### config.mk
export PLATFORM = sky130hd
export DESIGN_NAME = instr_fetch_unit
export DESIGN_NICKNAME = d
export VERILOG_FILES = /design/src/rtl/fetch_pkg.sv /design/src/rtl/instr_field_split.sv /design/src/rtl/instr_fetch_unit.sv
export SDC_FILE = /design/constraint.sdc
export NUM_CORES = 1
export LEC_CHECK = 0
export BUFFER_PORTS_ARGS = -buffer_cell sky130_fd_sc_hd__buf_2
export CORE_MARGIN = 4
export CORE_UTILIZATION = 48
export DETAILED_ROUTE_END_ITERATION = 7
export PLACE_DENSITY = 0.76
export SETUP_SLACK_MARGIN = 0.15
export SLEW_MARGIN = 20
export SYNTH_ARGS = -nofsm -noshare
export SYNTH_HDL_FRONTEND = slang
export SYNTH_SLANG_ARGS = --single-unit
### constraint.sdc
create_clock -name clk -period 2.24 [get_ports clk]
set_input_delay 0.112 -clock clk [delete_from_list [all_inputs] [get_ports clk]]
set_output_delay 0.112 -clock clk [all_outputs]
set_load 0.01 [all_outputs]
### src/rtl/fetch_pkg.sv
// Shared fetch-stage types and RISC-V opcode constants, also used by the
// immediate generator and decoder.
package fetch_pkg;

    typedef enum logic [1:0] {
        IDLE = 2'b00,
        REQ  = 2'b01,
        WAIT = 2'b10
    } fetch_state_t;

    localparam logic [31:0] NOP_INSTR = 32'h0000_0013;

    localparam logic [6:0] OP_IMM    = 7'h13;
    localparam logic [6:0] OP_LOAD   = 7'h03;
    localparam logic [6:0] OP_STORE  = 7'h23;
    localparam logic [6:0] OP_BRANCH = 7'h63;
    localparam logic [6:0] OP_JALR   = 7'h67;
    localparam logic [6:0] OP_JAL    = 7'h6f;
    localparam logic [6:0] OP_LUI    = 7'h37;

    function automatic logic is_misaligned(input logic [1:0] lsb);
        return (lsb != 2'b00);
    endfunction

endpackage

### src/rtl/instr_field_split.sv
// Combinational slicer of a 32-bit RV instruction into its fixed-position
// register/opcode fields; shared with the decoder.
module instr_field_split (
    input  logic [31:0] instr,
    output logic [6:0]  opcode,
    output logic [4:0]  rd,
    output logic [2:0]  funct3,
    output logic [4:0]  rs1,
    output logic [4:0]  rs2,
    output logic [6:0]  funct7
);

    assign opcode = instr[6:0];
    assign rd     = instr[11:7];
    assign funct3 = instr[14:12];
    assign rs1    = instr[19:15];
    assign rs2    = instr[24:20];
    assign funct7 = instr[31:25];

endmodule

### src/rtl/instr_fetch_unit.sv
// Fetch stage of the RV64 multicycle core: fetch PC, imem handshake and IR.
// Optional misaligned-fetch trap enabled by defining FETCH_MISALIGN_TRAP_EN.
module instr_fetch_unit
    import fetch_pkg::*;
#(
    parameter int              XLEN     = 64,
    parameter logic [XLEN-1:0] RESET_PC = {XLEN{1'b0}}
) (
    input  logic            clk,
    input  logic            reset,
    input  logic            fetch_req,
    input  logic            stall,
    input  logic            redirect_valid,
    input  logic [XLEN-1:0] redirect_pc,
    output logic            imem_req,
    output logic [XLEN-1:0] imem_addr,
    input  logic            imem_ready,
    input  logic            imem_rvalid,
    input  logic [31:0]     imem_rdata,
    output logic [31:0]     instr,
    output logic [6:0]      opcode,
    output logic [4:0]      rd,
    output logic [2:0]      funct3,
    output logic [4:0]      rs1,
    output logic [4:0]      rs2,
    output logic [6:0]      funct7,
    output logic [XLEN-1:0] pc,
    output logic [XLEN-1:0] pc_plus4,
    output logic            instr_load,
    output logic            instr_valid,
    output logic            busy,
    output logic            fault
);

    localparam logic [XLEN-1:0] PC_STEP    = {{(XLEN-3){1'b0}}, 3'b100};
    localparam logic [XLEN-1:0] ALIGN_MASK = {{(XLEN-2){1'b1}}, 2'b00};

    fetch_state_t    state_r;
    logic [XLEN-1:0] fpc_r;
    logic [XLEN-1:0] pc_r;
    logic [XLEN-1:0] pc_plus4_r;
    logic [XLEN-1:0] imem_addr_r;
    logic [31:0]     ir_r;
    logic            kill_r;
    logic            instr_valid_r;
    logic            instr_load_r;
    logic            imem_req_r;
    logic            busy_r;
    logic            fault_r;

    logic [XLEN-1:0] redirect_addr_s;
    logic [XLEN-1:0] start_addr_s;
    logic            start_s;
    logic            misalign_s;
    logic            load_s;

    // Next-fetch address selection and IR write qualification
    always_comb begin
`ifdef FETCH_MISALIGN_TRAP_EN
        redirect_addr_s = redirect_pc;
`else
        redirect_addr_s = redirect_pc & ALIGN_MASK;
`endif
        // A redirect in the same cycle as the request bypasses the fpc register
        start_addr_s = redirect_valid ? redirect_addr_s : fpc_r;
        start_s      = (state_r == IDLE) && fetch_req && !stall;
`ifdef FETCH_MISALIGN_TRAP_EN
        misalign_s   = is_misaligned(start_addr_s[1:0]);
`else
        misalign_s   = 1'b0;
`endif
        // A redirect coinciding with the response makes that word wrong-path
        load_s       = (state_r == WAIT) && imem_rvalid && !kill_r && !redirect_valid;
    end

    // Fetch FSM, fetch PC, IR and all registered status outputs
    always_ff @(posedge clk or negedge reset) begin
        if (!reset) begin
            state_r       <= IDLE;
            fpc_r         <= RESET_PC;
            pc_r          <= RESET_PC;
            pc_plus4_r    <= RESET_PC + PC_STEP;
            imem_addr_r   <= RESET_PC;
            ir_r          <= NOP_INSTR;
            kill_r        <= 1'b0;
            instr_valid_r <= 1'b0;
            instr_load_r  <= 1'b0;
            imem_req_r    <= 1'b0;
            busy_r        <= 1'b0;
            fault_r       <= 1'b0;
        end else begin
            instr_load_r <= load_s;
            fault_r      <= start_s && misalign_s;

            if (redirect_valid) begin
                fpc_r <= redirect_addr_s;
            end else if (load_s) begin
                fpc_r <= fpc_r + PC_STEP;
            end

            if (load_s) begin
                ir_r          <= imem_rdata;
                pc_r          <= fpc_r;
                pc_plus4_r    <= fpc_r + PC_STEP;
                instr_valid_r <= 1'b1;
            end else if ((state_r == IDLE) && redirect_valid) begin
                instr_valid_r <= 1'b0;
            end

            case (state_r)
                IDLE: begin
                    if (start_s && !misalign_s) begin
                        state_r     <= REQ;
                        imem_req_r  <= 1'b1;
                        imem_addr_r <= start_addr_s;
                        busy_r      <= 1'b1;
                    end
                end
                REQ: begin
                    // Address stays put: the request completes even if redirected
                    if (redirect_valid) begin
                        kill_r <= 1'b1;
                    end
                    if (imem_ready) begin
                        state_r    <= WAIT;
                        imem_req_r <= 1'b0;
                    end
                end
                WAIT: begin
                    if (imem_rvalid) begin
                        state_r <= IDLE;
                        kill_r  <= 1'b0;
                        busy_r  <= 1'b0;
                    end else if (redirect_valid) begin
                        kill_r <= 1'b1;
                    end
                end
                default: begin
                    state_r    <= IDLE;
                    imem_req_r <= 1'b0;
                    kill_r     <= 1'b0;
                    busy_r     <= 1'b0;
                end
            endcase
        end
    end

    assign imem_req    = imem_req_r;
    assign imem_addr   = imem_addr_r;
    assign instr       = ir_r;
    assign pc          = pc_r;
    assign pc_plus4    = pc_plus4_r;
    assign instr_load  = instr_load_r;
    assign instr_valid = instr_valid_r;
    assign busy        = busy_r;
    assign fault       = fault_r;

    instr_field_split u_field_split (
        .instr  (ir_r),
        .opcode (opcode),
        .rd     (rd),
        .funct3 (funct3),
        .rs1    (rs1),
        .rs2    (rs2),
        .funct7 (funct7)
    );

endmodule
==> impl_metrics.json <==
{
  "status": "complete, but fails checks",
  "violations": "negative setup slack",
  "cts_tree": "yes",
  "cp_num_buf_inv": 1,
  "num_vias": 13900,
  "place_hpwl_um": 32600,
  "yosys-top-cells-area": "dfrtp_1, nand2_1, o21ai_0, xnor2_1, clkbuf_1",
  "htree_num_levels": 2,
  "synth_edf_count": 0,
  "ys_seq_area_frac": 0.513,
  "clkSlewWorstSetupHoldPaths_ns": 0.06,
  "antenna_found_initial": 1,
  "critPathKind": "flip-flop to flip-flop",
  "period_needed_ns": 2.35,
  "hp-class": "input pin to flip-flop",
  "fin_crit_sh": 1.05,
  "syn_area_um2": 14100,
  "setup_viol": 11,
  "ys.warnings.count": 0,
  "drt_wl_total_um": 48800,
  "start_util": 0.488,
  "wl_per_cell_um": 19.6,
  "drv_cap": 0,
  "synthArstFlopShare": 1.00,
  "holdPathEnd": "state_r[0]$_DFFE_PN0P_",
  "ys_ff_latch": 288,
  "leakage_nw": 9.90,
  "critPathMaxFanout": 6,
  "ir_worst_vdd_v": 0.000724,
  "clock_sinks": 288,
  "firstDrtPassIters": 5,
  "synth_top_cell_by_area": "dfrtp_1",
  "dpl-instance-area_um2": 16700,
  "vias_per_cell": 5.57,
  "clock_insertion_delay_worst_skew_ns": 0.50,
  "grt_pass1_vias": 13500,
  "placementRows": 62,
  "cts-buffers-inserted": 34,
  "tns_ns": -0.481,
  "die_w_um": 179,
  "design_area_um2": 19800,
  "reg2reg_from": "fpc_r[3]$_DFFE_PN0P_",
  "rsz0062_at_grt": "true",
  "dp.cells": 2294,
  "hold_violations": 0,
  "critPathCaptureType": "flip-flop",
  "reg2reg_depth": 6,
  "slew_viol_final": 0,
  "start_kind": "flip-flop",
  "overflow": 0,
  "ys.flop_type": "dfrtp_1",
  "syn2layout_area_growth_pct": 41.1,
  "synth_top_area_frac": 0.506,
  "fillers": 2198,
  "crit_chain": "nand4_1 -> or4_4 -> buf_4 -> or4_4 -> or3_1 -> a31oi_1",
  "drt.antenna.violating_nets": 0,
  "cp.arrival_ns": 2.77,
  "grt_first_pass_wirelength_um": 74100,
  "syn_inst": 1595,
  "slew-limit-headroom": 0.574,
  "crit_path_max_incr_delay_ns": 0.64,
  "grt_max_degree": 103,
  "gp_congestion": 0.942,
  "min_from": "imem_rvalid",
  "seqCellArea_um2": 7210,
  "crit_top_cell": "or4_4",
  "layoutNonFillerInstCount": 2492,
  "synthDistinctLibCells": 54,
  "cpMaxStageDelayCell": "or4_4",
  "multiInputGateArea_um2": 6630,
  "core_um2": 28800,
  "grt_usage": 0.291,
  "drtIter0Drc": 1303,
  "max_clock_freq_mhz": 425,
  "reg2reg_to": "fpc_r[49]$_DFFE_PN0P_",
  "crit_family": "simple AND/OR/NAND/NOR gates",
  "final_net_count": 2191,
  "max_slew.worst_pin.slew_ns": 0.639,
  "whs_path_depth": 3,
  "r2r_slack_ns": -0.11,
  "drive_gt1_frac": 0.318,
  "die-area_um2": 32100,
  "fin_ws_ns": -0.113,
  "io_buffers": 356,
  "remaining_drc_errors": 0,
  "cp.required_ns": 2.65,
  "chipHeight_um": 179,
  "skew_ns": 0.0163,
  "root_buffer": "clkbuf_16",
  "avgSynthCellArea_um2": 8.81,
  "powerDensity_nw_per_um2": 1080,
  "pin_count": 364,
  "clock_path_buffers": 3
}
synth_stat cells, types with 22 or more instances:
| cell type | n |
|---|---|
| a21boi_0 | 34 |
| a21oi_1 | 25 |
| buf_2 | 29 |
| buf_4 | 41 |
| clkbuf_1 | 94 |
| dfrtp_1 | 284 |
| nand2_1 | 467 |
| nand3_1 | 38 |
| nand4_1 | 34 |
| nor2_1 | 41 |
| nor3_1 | 33 |
| nor4_1 | 29 |
| o21ai_0 | 159 |
| or3_1 | 22 |
| xnor2_1 | 52 |
| xor2_1 | 23 |
tightest hold or removal path, stage by stage:
cell and delay (ns):
buf_2 0.16, nand2b_1 0.22, a21oi_1 0.09
area by class of cell:
class	count	share of cell area
Sequential cell	288	0.364
Multi-Input combinational cell	1128	0.335
Timing Repair Buffer	623	0.219
Clock buffer	52	0.0531
Tap cell	384	0.0242
Clock inverter	7	0.00328
Inverter	9	0.00183
Antenna cell	1	0.000126
cells in the final DEF (no fill, tap or decap), drive strengths merged, types with 2 or more instances in the layout:
cell type and count:
nand4 36, o21ai 159, a21o 5, mux2i 21
dlygate4sd3 96, conb 5, nand3b 3, a22oi 14
ha 4, and2 13, or3 22, nand2 467
nor4 29, dfrtp 284, mux2 5, xnor2 52
nand3 38, or4 19, dfstp 4, buf 527
a21oi 25, nor3 34, nand2b 2, clkbuf 52
nor4b 2, a31oi 21, xor2 23, a21boi 34
clkinv 4, clkinvlp 2, nor2 41, inv 9
and3 5, and4 15, a221o 4, nor2b 18
timing repair:
action / CTS / global route
setup buffers: 25 / 14
endpoints found under the setup margin: 51 / 92
hold endpoints to repair: 182 / 0
pin swaps: 29 / 74
gates resized for setup: 42 / 113
gates cloned: 1 / 2
hold buffers: 96 / 0
metrics by stage:
| stage | hold slack (ns) | util | power (mW) | worst slack, ns |
|---|---|---|---|---|
| floorplan | -0.184 | - | 12.2 | -0.0846 |
| global placement | 0.138 | 0.581 | 15.3 | -0.0761 |
| detailed placement | 0.141 | 0.581 | 15.5 | -0.112 |
| CTS | 0.0789 | 0.668 | 21.3 | -0.0581 |
| global route | 0.153 | 0.689 | 22.7 | -0.167 |
| finish | 0.127 | 0.689 | 21.4 | -0.113 |
state kept, by name, indices dropped and copies added, names as in the netlist:
| register | cells |
|---|---|
| instr_valid | 1 |
| imem_addr | 63 |
| state_r | 2 |
| pc | 62 |
| imem_req | 1 |
| busy | 1 |
| fpc_r | 62 |
| instr_load | 1 |
| pc_plus4 | 62 |
| kill_r | 1 |
| instr | 32 |
report_power, final:
part           total (mW)  leakage [nW]  switching (mW)  internal (mW)
clock network        5.49         0.546            2.15           3.35
registers            8.44          3.55            1.23           7.21
logic                7.48          5.80            4.44           3.04
total                21.4          9.90            7.82           13.6
logic make-up (layout without fill, tap and decap cells):
logic type / count (synthesis) / in the layout / share of synthesized area
other: 1 / 6 / 0.000267
xor gates and xnor gates: 75 / 75 / 0.0467
adders and majority gates: 4 / 4 / 0.00356
DFF: 288 / 288 / 0.513
AOI/OAI and AO/OA: 268 / 268 / 0.110
buffers and inverters: 184 / 691 / 0.0628
muxes: 26 / 26 / 0.0190
and+or+nand+nor: 749 / 750 / 0.245
worst max-delay path by stage:
stage,startpoint,cells after the start,to,slack (ns)
global placement,fpc_r[4]$_DFFE_PN0P_,5,pc_plus4[53]$_DFFE_PN0P_,-0.08
CTS,fpc_r[6]$_DFFE_PN0P_,5,fpc_r[43]$_DFFE_PN0P_,-0.06
detailed placement,fpc_r[14]$_DFFE_PN0P_,5,pc_plus4[53]$_DFFE_PN0P_,-0.11
global route,fpc_r[22]$_DFFE_PN0P_,6,fpc_r[49]$_DFFE_PN0P_,-0.17
floorplan,fpc_r[23]$_DFFE_PN0P_,7,fpc_r[43]$_DFFE_PN0P_,-0.08
finish,fpc_r[3]$_DFFE_PN0P_,6,fpc_r[49]$_DFFE_PN0P_,-0.11
layer usage:
metal / up-vias / share of wire / global-route usage
met5: - / 0 / 0
met4: 0 / 0.046 / 0.118
met3: 147 / 0.093 / 0.0624
met2: 728 / 0.47 / 0.471
met1: 6654 / 0.39 / 0.382
li1: 6347 / - / -
Note: power is estimated with default switching activity, not from simulation.
